==> config.mk <==
export PLATFORM = sky130hd
export DESIGN_NAME = async_fifo_wptr_full
export DESIGN_NICKNAME = d
export VERILOG_FILES = /design/src/rtl/async_fifo_pkg.sv /design/src/rtl/async_fifo_wptr_full_gray2bin.sv /design/src/rtl/async_fifo_wptr_full.sv
export SDC_FILE = /design/constraint.sdc
export NUM_CORES = 1
export LEC_CHECK = 0
export ABC_AREA = 0
export CAP_MARGIN = 20
export CORE_UTILIZATION = 30
export CTS_BUF_LIST = sky130_fd_sc_hd__clkbuf_4
export DETAILED_ROUTE_END_ITERATION = 8
export PLACE_DENSITY = 0.63
export SETUP_SLACK_MARGIN = 0.3
export SYNTH_ARGS = -nofsm -noshare
export SYNTH_HDL_FRONTEND = slang
export SYNTH_SLANG_ARGS = --single-unit
==> constraint.sdc <==
create_clock -name wclk -period 2.7 [get_ports wclk]
set_input_delay 0.405 -clock wclk [delete_from_list [all_inputs] [get_ports wclk]]
set_output_delay 0.405 -clock wclk [all_outputs]
set_load 0.03 [all_outputs]
==> src/rtl/async_fifo_pkg.sv <==
// Shared types and pointer-coding helpers for the async FIFO controllers.
// Used by both the write-side (full) and read-side (empty) blocks.
package async_fifo_pkg;

    // Default RAM address width; depth = 2**AFIFO_ADDRESS_BITS.
    localparam int AFIFO_ADDRESS_BITS = 9;

    typedef logic [AFIFO_ADDRESS_BITS:0]   ptr_t;
    typedef logic [AFIFO_ADDRESS_BITS-1:0] addr_t;

    // Helpers work on a 32-bit container so any pointer width up to 32 can
    // use them; callers zero-extend on the way in and truncate on the way out.
    function automatic logic [31:0] bin2gray(input logic [31:0] b);
        return b ^ (b >> 1);
    endfunction

    function automatic logic [31:0] gray2bin(input logic [31:0] g);
        logic [31:0] b;
        b[31] = g[31];
        for (int i = 30; i >= 0; i--) begin
            b[i] = b[i+1] ^ g[i];
        end
        return b;
    endfunction

endpackage

==> src/rtl/async_fifo_wptr_full_gray2bin.sv <==
// Combinational Gray-to-binary converter (XOR prefix from the MSB down).
// Shared with the read-side empty/level controller.
module gray2bin_conv
    import async_fifo_pkg::*;
#(
    parameter int W = AFIFO_ADDRESS_BITS + 1
) (
    input  logic [W-1:0] gray_i,
    output logic [W-1:0] bin_o
);

    // Each binary bit is the XOR of all Gray bits at or above it.
    always_comb begin
        bin_o = W'(gray2bin(32'(gray_i)));
    end

endmodule

==> src/rtl/async_fifo_wptr_full.sv <==
// Write-domain pointer and full-flag controller for the async FIFO (wclk only).
// Optional macro ASYNC_FIFO_WLEVEL_EN builds the fill-level and almost-full
// logic; without it wlevel and walmost_full are tied low.
module async_fifo_wptr_full
    import async_fifo_pkg::*;
#(
    parameter int ADDRESS_BITS = AFIFO_ADDRESS_BITS,
    parameter int AF_MARGIN    = 4
) (
    input  logic                    wclk,
    input  logic                    wrst,
    input  logic                    winc,
    input  logic [ADDRESS_BITS:0]   wq2_read_ptr,
    output logic [ADDRESS_BITS-1:0] waddr,
    output logic                    wen,
    output logic [ADDRESS_BITS:0]   wptr,
    output logic                    wfull,
    output logic                    walmost_full,
    output logic [ADDRESS_BITS:0]   wlevel,
    output logic                    wovf
);

    localparam int PW    = ADDRESS_BITS + 1;
    localparam int DEPTH = 1 << ADDRESS_BITS;

    // Reject parameter combinations the pointer arithmetic cannot support.
    if (ADDRESS_BITS < 2) begin : g_bad_aw
        $error("async_fifo_wptr_full: ADDRESS_BITS must be >= 2");
    end
    if (AF_MARGIN < 1 || AF_MARGIN > DEPTH - 1) begin : g_bad_margin
        $error("async_fifo_wptr_full: AF_MARGIN out of range 1..depth-1");
    end

    logic [PW-1:0] wbin_q, wbin_d;
    logic [PW-1:0] wptr_q, wgray_d;
    logic          wfull_q, wfull_d;
    logic          wovf_q, wovf_d;
    logic [PW-1:0] full_ptr;

    // Full when the next write pointer equals the read pointer with the two
    // MSBs inverted (one full lap ahead in Gray coding).
    assign full_ptr = {~wq2_read_ptr[ADDRESS_BITS:ADDRESS_BITS-1],
                       wq2_read_ptr[ADDRESS_BITS-2:0]};

    // Accept logic: advance on an accepted write, flag drops while full.
    always_comb begin
        wen     = winc && !wfull_q;
        wbin_d  = wbin_q + {{(PW-1){1'b0}}, wen};
        wgray_d = PW'(bin2gray(32'(wbin_d)));
        wfull_d = (wgray_d == full_ptr);
        wovf_d  = wovf_q | (winc & wfull_q);
    end

    // Pointer, full and sticky overflow registers.
    always_ff @(posedge wclk or negedge wrst) begin
        if (!wrst) begin
            wbin_q  <= '0;
            wptr_q  <= '0;
            wfull_q <= 1'b0;
            wovf_q  <= 1'b0;
        end else begin
            wbin_q  <= wbin_d;
            wptr_q  <= wgray_d;
            wfull_q <= wfull_d;
            wovf_q  <= wovf_d;
        end
    end

    assign waddr = wbin_q[ADDRESS_BITS-1:0];
    assign wptr  = wptr_q;
    assign wfull = wfull_q;
    assign wovf  = wovf_q;

`ifdef ASYNC_FIFO_WLEVEL_EN
    localparam logic [PW-1:0] AF_THRESH = PW'(DEPTH - AF_MARGIN);

    logic [PW-1:0] rbin;
    logic [PW-1:0] wlevel_q, wlevel_d;
    logic          walmost_full_q, walmost_full_d;

    gray2bin_conv #(
        .W (PW)
    ) u_rptr_g2b (
        .gray_i (wq2_read_ptr),
        .bin_o  (rbin)
    );

    // Level against the synchronised (stale) read pointer: never underestimates.
    always_comb begin
        wlevel_d       = wbin_d - rbin;
        walmost_full_d = (wlevel_d >= AF_THRESH);
    end

    // Level and almost-full registers, refreshed every cycle.
    always_ff @(posedge wclk or negedge wrst) begin
        if (!wrst) begin
            wlevel_q       <= '0;
            walmost_full_q <= 1'b0;
        end else begin
            wlevel_q       <= wlevel_d;
            walmost_full_q <= walmost_full_d;
        end
    end

    assign wlevel       = wlevel_q;
    assign walmost_full = walmost_full_q;
`else
    assign wlevel       = '0;
    assign walmost_full = 1'b0;
`endif

endmodule
==> metrics.cfg <==
[yosys]
synth.avg_cell_area_um2 = 10.81
yosysTopAreaCellShare_pct = 43.03
synthArstFlopShare_pct = 100.0
syn_area_mm2 = 0.001221
ys_seq_area_share_pct = 43.03
yosysWarnings = 0
synth_ff_type = dfrtp_1
synth_edf_count = 0
synthCells = 113
yosys_register_bits = 21
ys_top_cells_by_area = dfrtp_1 43%, xnor2_1 14%, buf_4 7.4%, xor2_1 5.0%, xnor2_2 2.7%
yosys.area.top_type = dfrtp_1
synth_cell_types = 34

[route]
vias_per_cell = 4.470
vias = 894
drc = 0
drt_iter0_markers = 14
drt-total-wl_um = 2344
antenna_left = 0
wl_per_cell_um = 11.72
dr.pass1.iters = 2

[grt]
grt_first_pass_wirelength_um = 3726
busiest_layer = met2
globalRouteOverflowTotal = 0
use_met3_pct = 1.552
grtUsageMet1_pct = 13.69
grt_pass1_vias = 845
grt_util_all_layers_pct = 11.53
antenna_found_initial = 0
use_met2_pct = 19.77
grt_max_degree = 22

[floorplanning]
start_util_pct = 32.38
num_io_pins = 46
dieArea_mm2 = 0.004330
design.core.area_mm2 = 0.003771
die_h_um = 65.80
num_rows = 22
die_w_um = 65.80

[pwr]
seq_power_share_pct = 31.7
swShare_pct = 42.97
powerDensity_mw_per_mm2 = 1069
peakVddDrop_v = 0.0004013
pwr-share-clk_pct = 8.7
power_mw = 1.793
switchingPower_mw = 0.7704
p_leak_nw = 0.7477
p_comb_share_pct = 59.5
p_int_mw = 1.023

[critical_path]
arrival_ps = 2450
critPathLaunchType = register
reg2regPathDepth = 10
critPathRequiredTime_ps = 2940
critical_path.max_fanout = 5
end_kind = register
critPathKind = reg -> reg

[final_layout]
fin_cells = 200
finalNetCount = 168
diodes = 0
design_area_mm2 = 0.001678
syn_to_final_growth_pct = 37.40
layout-drive-gt1-share_pct = 13.82

[clocking]
numCtsBuffers = 3
cts_root_buffer = clkbuf_4
clockBufferDepth = 2
htree_levels = 1
clkTransAtPathRegs_ps = 110
cts.sinks = 21
cts_tree = done
clock_latency_ps = 300

[timing]
period_share_pct = 81.94
finalCriticalPeriod_ps = 2212
rsz0062_at_grt = false
final_hold_viol_count = 0
fmax_mhz = 452.0
slew_viol_final = 0
fin_skew_ps = 2.966
setup_viol = 0

[min_path]
min_delay_path_depth = 2
hold_path_class = in -> reg

[place]
dp_hpwl_um = 1768
port_buffers = 34
dp.cells = 194
placed_area_mm2 = 0.001607
gp_congestion = 0.7972

[job]
max_cap_viol_count = 0

[outcome]
outcome = completed

-- final timing paths --
path / start / end / slack [ps]
worst max register to register: wfull$_DFF_PN0_ / wfull$_DFF_PN0_ / 490
min in group asynchronous: wrst / wptr[0]$_DFF_PN0_ / 440
worst max-delay path: wfull$_DFF_PN0_ / wfull$_DFF_PN0_ / 490
worst min-delay path: winc / wovf$_DFF_PN0_ / 340
worst min register to register: wovf$_DFF_PN0_ / wovf$_DFF_PN0_ / 470
max in group asynchronous: wrst / wfull$_DFF_PN0_ / 2040
-- through the flow --
| step | hold slack, ps | setup slack, ps | TNS [ps] | utilization (%) |
|---|---|---|---|---|
| floorplan | 109.4 | 342.3 | 0 | - |
| global placement | 439.9 | 54.00 | 0 | 42.60 |
| detailed placement | 450.2 | -1.896 | -1.896 | 42.60 |
| CTS | 446.6 | 312.0 | 0 | 43.40 |
| global route | 346.8 | 372.9 | 0 | 44.49 |
| finish | 342.4 | 487.7 | 0 | 44.49 |
-- final cells by class --
class	instances	area [um2]
inverter	3	11.26
timing repair buffer	42	406.6
clock buffer	4	30.03
fill	343	2093
multi-input combinational	82	643.1
tap	48	60.06
sequential	21	526.8
-- critical path, cell delays in order, from the launching register on --
cell and delay (ps):
dfrtp_2 450, nor2b_4 140, ha_4 160, ha_4 150, buf_6 110, nand2_1 50
a22o_1 210, o211ai_1 140, xnor3_1 260, nor4_1 270, and4_1 210
-- cell usage in the layout (no fill, tap or decap), drive strengths merged, types with 2 or more instances in the layout --
master	n
nand3	6
nand2	4
clkdlybuf4s50	33
a21boi	2
o22ai	2
xnor2	22
dfrtp	21
conb	11
and4	2
inv	3
nand2b	2
a21o	3
nand4	2
xor2	7
a21oi	3
buf	8
nor2	2
o21ai	2
clkbuf	4
ha	2
-- power by group through the flow --
stage / Sequential [mW] / Clock, mW / Combinational, mW
6_report: 0.569 / 0.157 / 1.07
4_1_cts: 0.567 / 0.167 / 1.02
3_5_place_dp: 0.572 / 0 / 1.01
5_1_grt: 0.595 / 0.179 / 1.13
3_3_place_gp: 0.569 / 0 / 1.00
2_1_floorplan: 0.704 / 0 / 0.566
-- cells in the mapped netlist, types with 3 or more instances --
cell type,instances
buf_4,12
nand3_1,6
a21oi_1,3
a21o_1,3
nand2_1,4
dfrtp_1,21
inv_1,3
xor2_1,7
xnor2_1,20
-- registers in the layout (all words and copies together), names as in the netlist --
signal,flops
wbin_q,10
wptr,9
wfull,1
wovf,1
-- layer usage --
layer  vias up  share of wire [%]
li1        435                  -
met1       418                 47
met2        37                 46
met3         4                4.5
met4         0                2.1
met5         -                  0
-- logic make-up after synthesis --
family	Yosys count	share of synthesized area, %
buf+inv	20	10.66
other cells	1	0.3071
flops	21	43.03
simple gates	23	10.76
xor+xnor	30	23.87
fa+ha+maj	2	2.049
compound gates	15	8.503
mux	1	0.8197
-- what timing repair did --
action                     CTS  global route
setup endpoints to repair    0             1
hold endpoints to repair     0             0
setup buffers                0             2
hold buffers                 0             0
resized for setup            0             5
Note: power is estimated with default switching activity, not from simulation.
==> edit 1, RTL diff (same flow settings) <==
Set the package constant `AFIFO_ADDRESS_BITS` to 10 (it was 9).
--- a/src/rtl/async_fifo_pkg.sv
+++ b/src/rtl/async_fifo_pkg.sv
@@ -3,7 +3,7 @@
 package async_fifo_pkg;
 
     // Default RAM address width; depth = 2**AFIFO_ADDRESS_BITS.
-    localparam int AFIFO_ADDRESS_BITS = 9;
+    localparam int AFIFO_ADDRESS_BITS = 10;
 
     typedef logic [AFIFO_ADDRESS_BITS:0]   ptr_t;
     typedef logic [AFIFO_ADDRESS_BITS-1:0] addr_t;
Ports: changed (resized waddr, wlevel, wptr and wq2_read_ptr); port bits go from 46 to 50. The function was not compared with the original's and may differ.
==> edit 1 against the original RTL <==
- worst setup slack got worse by 0.12 ns
- sequential cell count up 2
- clock power is 13% higher
- area after synthesis up 26%
- total power rose by 25%
- cell area up 33%
- wire length up 51%
==> edit 1: results (changes against the original RTL) <==
- Met2 Use GR: 22.22% (was 19.77%)
- Seq/Total Area, Yosys: 37.49% (was 43.03%)
- Inst Count DP: 267 (was 194)
- Critical Path Sink Type: register (unchanged)
- Reg2reg path depth: 9 (was 10)
- Largest net degree at the start of global routing: 24 (was 22)
- Fin Clk Skew: 0.002375 ns (was 0.002966 ns)
- Outcome: finished clean (unchanged)
- Port Buf Inserts: 37 (was 34)
- Routability cong.: 0.8735 (was 0.7972)
- Met1 Resource Use GR: 18.04% (was 13.69%)
- FF-to-FF End: wfull$_DFF_PN0_ (unchanged)
- Layout cell share with drive strength beyond 1: 24.29% (was 13.82%)
- Reg2reg setup slack: 0.37 ns (was 0.49 ns)
- Crit-path max FO: 4 (was 5)
- Met2 WL: 1667 um (was 1078 um)
- Inserted Clock Buffers: 3 (unchanged)
- Total length of routed met3 wires: 165 um (was 106 um)
- M3 GR Usage: 2.195% (was 1.552%)
- Gate Count Post-Synth: 151 (was 113)
- Post-synth cell types: 43 (was 34)
- Vias in the first global route: 1152 (was 845)
- Min-Delay Path Class: input pin to register (unchanged)
- DR vias: 1254 (was 894)
- Clk_lat worst skew: 0.32 ns (was 0.30 ns)
- Slew Viols, Final: 0 (unchanged)
- WL final: 3539 um (was 2344 um)
- Worst hold slack: 0.3240 ns (was 0.3424 ns)
- Antenna diodes: 0 (unchanged)
- Worst Hold Path Cells: 2 (unchanged)
- DP HPWL: 2610 um (was 1768 um)
- Final non-filler cell total: 277 (was 200)
- GRT Util Overall: 13.51% (was 11.53%)
- Worst vdd ir: 0.4700 mV (was 0.4013 mV)
- CP max-delay cell: or4b_1 (was dfrtp_2)
- First-pass GRT wire length: 5554 um (was 3726 um)
- CTS H-tree depth: 1 (unchanged)
- Final nets: 227 (was 168)
- Leak pwr: 0.9989 nW (was 0.7477 nW)
- Worst-path clk slew: 0.13 ns (was 0.11 ns)
- First-pass DRT Iterations: 4 (was 2)
- Largest Register: wbin_q (unchanged)
- Crit path largest cell delay: 0.54 ns (was 0.45 ns)
- Met1 WL: 1663 um (was 1108 um)
- Area contributors post-synth: dfrtp_1 37%, xnor2_1 14%, buf_4 5.9% (was dfrtp_1 43%, xnor2_1 14%, buf_4 7.4%)
- Number of flip-flops in the largest register: 11 (was 10)
- Hold EP: wovf$_DFF_PN0_ (unchanged)
- Crit path launch type: register (unchanged)
- Initial DRC count: 35 (was 14)
- Synth top cells by count: 24 x xnor2_1, 23 x dfrtp_1, 12 x buf_4, 9 x nand2_1, 8 x xor2_1 (was 21 x dfrtp_1, 20 x xnor2_1, 12 x buf_4, 7 x xor2_1, 6 x nand3_1)
[edit 1: repair_timing]
| action | 4_1_cts | 5_1_grt |
|---|---|---|
| setup endpoints to repair | 1 | 1 |
| pin swaps | 2 | 11 |
| gates resized for setup | 7 | 8 |
| cloned | 0 | 0 |
| setup buffers | 1 | 5 |
[edit 1: critical path, delay by kind of cell, from the launching register on]
family                   cells  cell delay [ns]
AND/OR/NAND/NOR              3             0.92
XOR/XNOR                     3             0.48
AO/OA/AOI/OAI                1             0.10
buffers and inverters        1             0.11
flip-flops                   1             0.44
adder cells (fa/ha/maj)      1             0.19
[edit 1: stage by stage]
step | cell area [um2] | setup slack, ns
2_1_floorplan | 1602 | 0.3219
3_3_place_gp | 2071 | -0.2423
3_5_place_dp | 2071 | -0.2147
4_1_cts | 2160 | 0.2967
5_1_grt | 2225 | 0.2142
6_report | 2225 | 0.3664
[edit 1: logic make-up (layout without fill, tap and decap cells)]
group                    after synthesis  count (layout)  synth area share, %
AO/OA/AOI/OAI                         28              28                13.86
XOR/XNOR                              34              34                21.19
adder cells (fa/ha/maj)                2               2                1.630
buffers and inverters                 27              75                11.82
other                                  1              12               0.2443
AND/OR/NAND/NOR                       36              36                13.77
flip-flops                            23              23                37.49
[edit 1: layout make-up]
class / count / area (um2)
Clock buffer: 4 / 30.03
Multi-Input combinational cell: 112 / 913.4
Sequential cell: 23 / 579.3
Tap cell: 67 / 83.83
Inverter: 6 / 22.52
Fill cell: 485 / 2592
Timing Repair Buffer: 65 / 595.6
[edit 1: where the power goes]
group	total [mW]	internal (mW)	switching, mW
Combinational	1.50	0.732	0.766
Sequential	0.564	0.464	0.100
Clock	0.177	0.0679	0.109
==> edit 2, RTL diff (same settings) <==
Made on the original files. Register the output `wovf` once more, with the module's reset; this adds one clock of latency there. The other outputs are not delayed to match.
--- a/src/rtl/async_fifo_wptr_full.sv
+++ b/src/rtl/async_fifo_wptr_full.sv
@@ -69,7 +69,13 @@
     assign waddr = wbin_q[ADDRESS_BITS-1:0];
     assign wptr  = wptr_q;
     assign wfull = wfull_q;
-    assign wovf  = wovf_q;
+    always_ff @(posedge wclk or negedge wrst) begin
+        if (!wrst) begin
+            wovf <= '0;
+        end else begin
+            wovf <= wovf_q;
+        end
+    end
 
 `ifdef ASYNC_FIFO_WLEVEL_EN
     localparam logic [PW-1:0] AF_THRESH = PW'(DEPTH - AF_MARGIN);
Function: changed (a bounded check fails within 4 cycles, from zero or initial values and one cycle with wrst low).
==> edit 2 against the original RTL <==
- synthesized cell count rose by 0.88%
- total power rose by 2.5%
- sequential cell count rose by 1
- area after synthesis rose by 2.0%
- maximum frequency rose by 1.8%
- clock power fell by 4%
- sequential share of layout area rose by 0.84 points
- critical path depth did not move
- cell area rose by 2.0%
- first-iteration DRC count rose by 57%
- wire length rose by 5.8%
- worst setup slack improved by 0.038 ns
- critical path type unchanged
==> edit 2: results (changes against the original RTL) <==
- Outcome: finished clean (unchanged)
- Routability cong.: 0.7739 (was 0.7972)
- DR vias: 909 (was 894)
- Layout clock area frac: 1.535% (was 1.790%)
- Inst Count DP: 198 (was 194)
- Initial DRC count: 22 (was 14)
- Synth top cells by count: 22 x dfrtp_1, 20 x xnor2_1, 12 x buf_4, 7 x xor2_1, 6 x nand3_1 (was 21 x dfrtp_1, 20 x xnor2_1, 12 x buf_4, 7 x xor2_1, 6 x nand3_1)
- Largest Register: wbin_q (unchanged)
- Area of the core: 4000 um2 (was 3771 um2)
- Largest net degree at the start of global routing: 23 (was 22)
- Crit-path max FO: 6 (was 5)
- Final nets: 170 (was 168)
- Internal power: 1.037 mW (was 1.023 mW)
- Antenna diodes: 0 (unchanged)
- Hold EP: wovf_q$_DFF_PN0_ (was wovf$_DFF_PN0_)
- Leak pwr: 0.7581 nW (was 0.7477 nW)
- Setup TNS: 0 ns (unchanged)
- Reg2reg setup slack: 0.53 ns (was 0.49 ns)
- CTS Root Cell: clkbuf_4 (unchanged)
- Signal buf overhead: 23.98% (was 24.24%)
- Worst Hold Path Cells: 2 (unchanged)
- Register bit total from synthesis: 22 (was 21)
- Min-Delay Path Class: input pin to register (unchanged)
- Area contributors post-synth: dfrtp_1 44%, xnor2_1 14%, buf_4 7.2% (was dfrtp_1 43%, xnor2_1 14%, buf_4 7.4%)
- Vias in the first global route: 875 (was 845)
- Worst vdd ir: 0.2870 mV (was 0.4013 mV)
- Asr flop ratio synth: 100.0% (unchanged)
- Fin Clk Skew: 0.002439 ns (was 0.002966 ns)
- DP Area: 1642 um2 (was 1607 um2)
- Fraction of area in multi-input gates: 37.94% (was 38.33%)
- Non-clk bufs: 43 (was 42)
- Sequential cell area share: 32.24% (was 31.39%)
- First-pass GRT wire length: 3891 um (was 3726 um)
- Critical Path Start: wfull$_DFF_PN0_ (unchanged)
- Wire length per cell: 12.16 um (was 11.72 um)
- Layout clock buffers: 3 (was 4)
- Fillers: 369 (was 343)
- GRT Util Overall: 11.88% (was 11.53%)
- DP HPWL: 1872 um (was 1768 um)
- Avg Inst Size Synth: 10.93 um2 (was 10.81 um2)
- WL final: 2480 um (was 2344 um)
- Multi-In Gates: 82 (unchanged)
- FF/Latch Area: 551.8 um2 (was 526.8 um2)
- Pre-CTS setup slack: -0.04939 ns (was -0.001896 ns)
- Seq/Total Area, Yosys: 44.18% (was 43.03%)
- Critical path arrival: 2.43 ns (was 2.45 ns)
- First-pass DRT Iterations: 2 (unchanged)
- Post-synth cell types: 34 (unchanged)
- Synth Warn #: 0 (unchanged)
- Layout cell share with drive strength beyond 1: 14.29% (was 13.82%)
- Worst hold slack: 0.3423 ns (was 0.3424 ns)
==> edit 2: routing by layer <==
layer  share of wire, %  track usage [%]  up-vias  wire length, um
met5                  0                0        -                0
met2                 51            21.17       35             1256
li1                   -                -      439                -
met1                 42            14.07      430             1040
met3                5.8            1.712        5              145
met4                1.5            5.053        0               38
==> edit 2: how the worst max path moves through the flow <==
| stage | to | slack, ns | cells after the start |
|---|---|---|---|
| 6_report | wfull$_DFF_PN0_ | 0.53 | 10 |
| 5_1_grt | wfull$_DFF_PN0_ | 0.37 | 10 |
| 4_1_cts | wfull$_DFF_PN0_ | 0.32 | 10 |
| 3_5_place_dp | wfull$_DFF_PN0_ | -0.05 | 10 |
| 3_3_place_gp | wfull$_DFF_PN0_ | 0.05 | 10 |
| 2_1_floorplan | wfull$_DFF_PN0_ | 0.34 | 10 |
==> edit 2: logic make-up after synthesis <==
group	synth area share [%]
fa+ha+maj	2.008
xor+xnor	23.39
flops	44.18
other cells	0.3009
simple gates	10.54
mux	0.8032
compound gates	8.333
buf+inv	10.44
==> edit 2: power groups by stage <==
stage,clock (mW),combinational [mW],sequential [mW]
finish,0.151,1.09,0.592
global route,0.172,1.17,0.617
CTS,0.159,1.04,0.588
detailed placement,0,1.03,0.595
global placement,0,1.02,0.590
floorplan,0,0.566,0.723
==> edit 2: critical path, delay by kind of cell (launching register included) <==
kind,cells,cell delay (ns)
fa+ha+maj,2,0.32
compound gates,2,0.38
buf+inv,1,0.15
simple gates,4,0.70
flops,1,0.45
xor+xnor,1,0.11
==> edit 2: what timing repair did <==
action	in CTS	in global routing
pin swaps	0	4
hold buffers	0	0
setup endpoints to repair	1	1
setup buffers	0	2
resized for setup	1	5
